## src/rtl/wb_port_arbiter.sv

```systemverilog
// wb_port_arbiter
//   Shares the single register-file write port between the pipeline writeback
//   stage and the multi-cycle unit's result return path. The pipeline has
//   priority; a starvation counter forces a grant to the multi-cycle unit after
//   STARVE_MAX consecutive denied cycles. The chosen write is registered, so the
//   register file sees at most one clean write per cycle.
//
// Ports
//   clk, rst                         clock, synchronous active-high reset
//   pipe_valid/pipe_rd/pipe_data     pipeline write request
//   pipe_ready                       pipeline write accepted this cycle
//   mc_valid/mc_rd/mc_data           multi-cycle unit write request
//   mc_ready                         multi-cycle write accepted this cycle
//   rf_we/rf_waddr/rf_wdata          registered register-file write port
//   starve_cnt                       current mc starvation count (debug)
//   forced_cnt                       forced mc grants since reset (saturating)
module wb_port_arbiter #(
  parameter int DATA_W     = 128,
  parameter int ADDR_W     = 4,
  parameter int STARVE_MAX = 4
) (
  input  logic              clk,
  input  logic              rst,
  input  logic              pipe_valid,
  input  logic [ADDR_W-1:0] pipe_rd,
  input  logic [DATA_W-1:0] pipe_data,
  output logic              pipe_ready,
  input  logic              mc_valid,
  input  logic [ADDR_W-1:0] mc_rd,
  input  logic [DATA_W-1:0] mc_data,
  output logic              mc_ready,
  output logic              rf_we,
  output logic [ADDR_W-1:0] rf_waddr,
  output logic [DATA_W-1:0] rf_wdata,
  output logic [3:0]        starve_cnt,
  output logic [7:0]        forced_cnt
);

  localparam logic [3:0] STARVE_LIM = 4'(STARVE_MAX);

  typedef enum logic {
    S_NORM,
    S_FORCE
  } state_t;

  state_t            state_reg, state_next;
  logic [3:0]        starve_reg, starve_next;
  logic [7:0]        forced_reg, forced_next;
  logic              pipe_grant, mc_grant;
  logic              rf_we_reg;
  logic [ADDR_W-1:0] rf_waddr_reg;
  logic [DATA_W-1:0] rf_wdata_reg;

  // Grant selection and next-state logic. Grants are suppressed while rst is
  // high so neither requester believes a write was accepted during reset.
  always_comb begin
    state_next  = state_reg;
    starve_next = starve_reg;
    forced_next = forced_reg;
    pipe_grant  = 1'b0;
    mc_grant    = 1'b0;
    if (!rst) begin
      case (state_reg)
        S_NORM: begin
          if (pipe_valid) begin
            pipe_grant = 1'b1;
          end else if (mc_valid) begin
            mc_grant = 1'b1;
          end
          if (!mc_valid || mc_grant) begin
            starve_next = 4'd0;
          end else if (starve_reg < STARVE_LIM) begin
            starve_next = starve_reg + 4'd1;
          end
          // Enter S_FORCE on the edge where the count reaches the limit, so
          // the forced grant lands in the very next cycle.
          if (starve_next == STARVE_LIM) begin
            state_next = S_FORCE;
          end
        end
        S_FORCE: begin
          if (mc_valid) begin
            mc_grant = 1'b1;
            if (forced_reg != 8'hFF) begin
              forced_next = forced_reg + 8'd1;
            end
          end else begin
            // mc withdrew its request: no forced grant, pipe served normally
            pipe_grant = pipe_valid;
          end
          starve_next = 4'd0;
          state_next  = S_NORM;
        end
        default: begin
          state_next  = S_NORM;
          starve_next = 4'd0;
        end
      endcase
    end
  end

  always_ff @(posedge clk) begin
    if (rst) begin
      state_reg  <= S_NORM;
      starve_reg <= 4'd0;
      forced_reg <= 8'd0;
    end else begin
      state_reg  <= state_next;
      starve_reg <= starve_next;
      forced_reg <= forced_next;
    end
  end

  // Registered write port: address/data hold their last value when idle.
  always_ff @(posedge clk) begin
    if (rst) begin
      rf_we_reg    <= 1'b0;
      rf_waddr_reg <= '0;
      rf_wdata_reg <= '0;
    end else begin
      rf_we_reg <= pipe_grant | mc_grant;
      if (mc_grant) begin
        rf_waddr_reg <= mc_rd;
        rf_wdata_reg <= mc_data;
      end else if (pipe_grant) begin
        rf_waddr_reg <= pipe_rd;
        rf_wdata_reg <= pipe_data;
      end
    end
  end

  assign pipe_ready = pipe_grant;
  assign mc_ready   = mc_grant;
  assign rf_we      = rf_we_reg;
  assign rf_waddr   = rf_waddr_reg;
  assign rf_wdata   = rf_wdata_reg;
  assign starve_cnt = starve_reg;
  assign forced_cnt = forced_reg;

endmodule
```

## config.mk

```make
export PLATFORM = sky130hd
export DESIGN_NAME = wb_port_arbiter
export DESIGN_NICKNAME = d
export VERILOG_FILES = /design/src/rtl/wb_port_arbiter.sv
export SDC_FILE = /design/constraint.sdc
export NUM_CORES = 1
export LEC_CHECK = 0
export CAP_MARGIN = 25
export CORE_AREA = 3 3 158 160
export CTS_CLUSTER_DIAMETER = 150
export DETAILED_ROUTE_END_ITERATION = 12
export DIE_AREA = 0 0 161 163
export GPL_ROUTABILITY_DRIVEN = 1
export SLEW_MARGIN = 20
export SYNTH_ARGS = -nofsm -noshare
export SYNTH_HDL_FRONTEND = slang
export SYNTH_SLANG_ARGS = --single-unit
```

## constraint.sdc

```tcl
create_clock -name clk -period 4.2 [get_ports clk]
set_clock_uncertainty 0.15 [all_clocks]
set_input_delay 1.26 -clock clk [delete_from_list [all_inputs] [get_ports clk]]
set_output_delay 1.26 -clock clk [all_outputs]
set_load 0.02 [all_outputs]
```

# == Word level (Yosys, flattened, before mapping) ==
# Cells that the tools add are included.
# totals
elab_cells,38
input_bits,268
ff_bits,146
output_inout_bits,147
# classes
muxes,21
bitwise,2
eq_ne,2
order_cmp,1
add_sub_neg,2
n_reduce_logical,4
# op_table
op,n
$mux W128,2
$mux W4,6
$mux W1,9
$add A8 B1 Y8 const B,1
$ne A8 B8 Y1 const B,1
$pmux W4 S2,1
$pmux W1 S2,3
$add A4 B1 Y4 const B,1
$eq A4 B3 Y1 const B,1
$lt A4 B3 Y1 const B,1
$reduce_and A3 Y1,1
$reduce_bool A2 Y1,1
$logic_not A1 Y1,1
$logic_or A1 B1 Y1,1
$not A1 Y1,1
$or A1 B1 Y1,1

# == Depth between registers and ports, before layout ==
# depth
depth_word,11
mapped_depth,7
depth_no_buf,4

# == Least setup slack after synthesis ==
# OpenSTA, ideal clock, no wires.
# synth_path
path_type,input to output
from,input pipe_valid
to,output mc_ready
required_time_ns,2.790
path_buffers,3
arrival_time_ns,2.119
cell_stages,5
path_slack_ns,0.671
path_cell_list,nor2b_1 buf_2 buf_4 buf_2 nor2_1
# synth_between
elab_chain_len,5
# synth_lines
element,line_no,text
from (decl),24,"input logic pipe_valid,"
$mux W1,65,if (pipe_valid) begin
$mux W1,63,case (state_reg)
$mux W1,62,if (!rst) begin
$pmux W1 S2,63,
$mux W1,62,
to (decl),31,"output logic mc_ready,"
# No other way between the ends. The select of a mux whose other input is x is not followed.

# == Worst setup path in the final report ==
# Same ends and word-level chain as after synthesis.

==> metrics.txt <==
# TYPE chip_impl_metric gauge
chip_impl_metric{name="placed_cell_count",unit=""} 1492
chip_impl_info{name="timing_worst_setup_path_type",value="input port to primary output"} 1
chip_impl_metric{name="drt_pre_antenna_iters",unit=""} 5
chip_impl_metric{name="cts_resized",unit=""} 0
chip_impl_info{name="outcome",value="completed"} 1
chip_impl_metric{name="hold_viol_final",unit=""} 0
chip_impl_metric{name="synthDistinctLibCells",unit=""} 38
chip_impl_info{name="worst_setup_path_end_kind",value="primary output"} 1
chip_impl_metric{name="total_power",unit="mW"} 4.144
chip_impl_metric{name="max_freq",unit="GHz"} 0.2462
chip_impl_metric{name="worst_pin_slew",unit="ns"} 0.7436
chip_impl_metric{name="overall_die_width",unit="um"} 161
chip_impl_metric{name="gp_congestion",unit=""} 0.8101
chip_impl_metric{name="dr_total_vias",unit=""} 7969
chip_impl_metric{name="worst_ir_drop_vdd",unit="V"} 0.0001738
chip_impl_metric{name="final_max_slew_viol_count",unit=""} 0
chip_impl_info{name="grt_setup_unrepaired",value="false"} 1
chip_impl_metric{name="cts_inserted_buffers",unit=""} 17
chip_impl_metric{name="tritoncts_num_sinks",unit=""} 146
chip_impl_metric{name="final_instance_count_excl_fillers",unit=""} 1523
chip_impl_metric{name="cts_post_setup_buffers_inserted",unit=""} 0
chip_impl_metric{name="boundaryPins",unit=""} 415
chip_impl_metric{name="postRouteWirelength",unit="um"} 29990
chip_impl_metric{name="r2r.worst_path.cells",unit=""} 5
chip_impl_metric{name="whs_path_depth",unit=""} 2
chip_impl_metric{name="p_per_area",unit="nW/um^2"} 357.7
chip_impl_info{name="synth-main-ff-cell",value="dfxtp_1"} 1
chip_impl_metric{name="globalRoute.totalOverflow",unit=""} 0
chip_impl_metric{name="vias_per_cell",unit=""} 5.232
chip_impl_metric{name="overall_routing_resource_usage",unit="%"} 21.81
chip_impl_metric{name="timing.final.crit_period",unit="ns"} 4.062
chip_impl_info{name="cp_slowest_cell",value="clkdlybuf4s50_1"} 1
chip_impl_metric{name="layout-drive-gt1-share",unit="%"} 5.154
chip_impl_metric{name="detail_route.wl_per_cell",unit="um"} 19.69
chip_impl_metric{name="initial_utilization",unit="%"} 28.09
chip_impl_metric{name="synth_seq_cells",unit=""} 146
chip_impl_metric{name="timing.setup.tns",unit="ns"} 0
chip_impl_metric{name="syn-cell-area",unit="um^2"} 6613
chip_impl_metric{name="ys_async_rst_share",unit="%"} 0
chip_impl_metric{name="drc",unit=""} 0
chip_impl_metric{name="largest_register_ffs",unit=""} 128
chip_impl_info{name="synth.most_common_cell",value="o21ai_0"} 1
chip_impl_metric{name="num-nets-final",unit=""} 1462
chip_impl_metric{name="critical-path-max-stage-delay",unit="ns"} 0.62
chip_impl_metric{name="grt_first_pass_wirelength",unit="um"} 45410
chip_impl_metric{name="timing.critical_path.fanout_max",unit=""} 4
chip_impl_info{name="synthDominantAreaCellType",value="dfxtp_1"} 1
chip_impl_metric{name="cts_hold_buf",unit=""} 0
chip_impl_metric{name="gate_count_of_the_mapped_netlist",unit=""} 838
chip_impl_metric{name="cts_max_path_buffers",unit=""} 2
chip_impl_metric{name="detailed_placement_wirelength_estimate",unit="um"} 20590
chip_impl_info{name="cell_types_occupying_the_most_area_after_synthesis",value="dfxtp_1 44%, o21ai_0 20%, a31oi_1 13%"} 1
chip_impl_metric{name="grt_antenna_before_repair",unit=""} 0
chip_impl_metric{name="clk_pin_slew_worst_paths",unit="ns"} 0.06
chip_impl_metric{name="final_core_util",unit="%"} 49.21
chip_impl_metric{name="vias_in_the_first_global_route",unit=""} 7824
chip_impl_metric{name="drv_cap",unit=""} 0
chip_impl_metric{name="worst_slew_margin_rel",unit="%"} 50.43
chip_impl_info{name="cp_cell_sequence",value="clkdlybuf4s50_1, nor2b_4, nor2_1, clkdlybuf4s50_1"} 1
chip_impl_metric{name="grt_max_degree",unit=""} 78
chip_impl_info{name="setup.worst_path.start_class",value="input port"} 1
chip_impl_metric{name="h-tree-depth",unit=""} 4
chip_impl_metric{name="worst_skew_late_latency",unit="ns"} 0.41
chip_impl_metric{name="yosys.area.top_type_share",unit="%"} 44.20
chip_impl_metric{name="fp.coreArea",unit="um^2"} 23540
chip_impl_metric{name="post-route-period-util",unit="%"} 96.71
chip_impl_metric{name="worstPathRequired",unit="ns"} 2.79
chip_impl_metric{name="report.final.setup_viol",unit=""} 0
chip_impl_metric{name="die_area",unit="um^2"} 26240
chip_impl_metric{name="drt-initial-drc-count",unit=""} 580
chip_impl_metric{name="syn_to_final_growth",unit="%"} 75.19
chip_impl_metric{name="synth-edff-count",unit=""} 0
chip_impl_metric{name="floorplan.rows",unit=""} 56
chip_impl_metric{name="number_of_nets_produced_by_synthesis",unit=""} 1108
chip_impl_metric{name="total_leakage_power",unit="nW"} 3.931
chip_impl_metric{name="yosysWarnings",unit=""} 0
chip_impl_info{name="hold_path.class",value="flop to flop"} 1
chip_impl_metric{name="numPortBuffers",unit=""} 414
chip_impl_info{name="cts_tree",value="done"} 1
chip_impl_metric{name="synth.yosys.seq_area_share",unit="%"} 44.20
chip_impl_info{name="cts_root_buffer",value="clkbuf_16"} 1
chip_impl_metric{name="postSynthAreaPerCell",unit="um^2"} 7.891
chip_impl_info{name="crit_top_cell",value="clkdlybuf4s50_1"} 1
chip_impl_info{name="netlist_top_cells_count",value="261 x o21ai_0, 146 x dfxtp_1, 134 x nand3_1"} 1
chip_impl_metric{name="postRouteAntennaNets",unit=""} 0
chip_impl_metric{name="die_h",unit="um"} 163
chip_impl_metric{name="critPathArrivalTime",unit="ns"} 2.65
final timing paths:
| check | slack, ns | start | endpoint |
|---|---|---|---|
| worst max-delay path | 0.14 | pipe_valid | mc_ready |
| worst min-delay path | 0.34 | starve_cnt[3] | starve_cnt[3] |
| worst max register to register | 1.77 | state_reg | rf_wdata[77] |
| worst min register to register | 0.34 | starve_cnt[3] | starve_cnt[3] |
where the power goes:
| group | internal (mW) | total, mW | switching (mW) | leakage (nW) |
|---|---|---|---|---|
| clock | 1.05 | 1.68 | 0.630 | 0.299 |
| sequential | 1.49 | 1.54 | 0.0495 | 1.21 |
| combinational | 0.482 | 0.923 | 0.441 | 2.42 |
metal layers:
| layer | vias up | routed length (um) | track usage [%] |
|---|---|---|---|
| met5 | - | 0 | 0 |
| met4 | 0 | 634 | 6.492 |
| met3 | 34 | 2891 | 8.393 |
| met2 | 346 | 14630 | 37.19 |
| met1 | 3733 | 11840 | 25.51 |
| li1 | 3856 | - | - |
layout by cell type (no fill, tap or decap), types with 2 or more instances in the layout:
cell / synthesis / final
clkdlybuf4s50_1: 0 / 414
o21ai_0: 261 / 261
dfxtp_1: 146 / 146
nand3_1: 134 / 134
a31oi_1: 133 / 133
buf_4: 8 / 21
clkbuf_16: 0 / 17
nor2_1: 6 / 6
nand2_1: 6 / 6
a21oi_1: 5 / 5
bufinv_16: 0 / 5
buf_12: 0 / 5
o21bai_1: 3 / 3
inv_6: 0 / 3
and4_1: 3 / 3
nor3_1: 3 / 3
clkinvlp_4: 0 / 3
nand2b_4: 0 / 2
and3_1: 2 / 2
nand4_1: 2 / 2
inv_1: 2 / 2
nor4_1: 2 / 2
mux2i_1: 2 / 2
ha_1: 2 / 2
clkinv_4: 0 / 2
layout make-up:
type                       count  area [um^2]
tap                          319        399.1
sequential                   146         2923
clock inverter                12        207.7
fill                        2353        11960
clock buffer                  18        429.2
multi-input combinational    583         3201
timing repair buffer         440         4402
inverter                       4        21.27
antenna                        1        2.502
kinds of logic after synthesis:
kind of cell	count (synthesis)	share of synthesized area, %
adders and majority gates	2	0.3784
buffers and inverters	109	7.777
and+or+nand+nor	166	12.83
DFF	146	44.20
xor gates and xnor gates	1	0.1325
AOI/OAI and AO/OA	411	34.21
muxes	3	0.4730
critical path, delay by kind of cell:
family	cells	cell delay (ns)
buffers and inverters	2	1.12
and+or+nand+nor	2	0.27
stage by stage:
stage / setup WS (ns) / hold WS (ns) / cell area, um^2
after global routing: 0.07907 / 0.3916 / 11580
after CTS: 0.1386 / 0.3462 / 11580
after floorplan: 0.6715 / 0.3396 / 6613
after global placement: 0.1436 / 0.3362 / 10950
after detailed placement: 0.1446 / 0.3365 / 10950
final: 0.1383 / 0.3397 / 11580
Power figures use the tool's default switching activity.
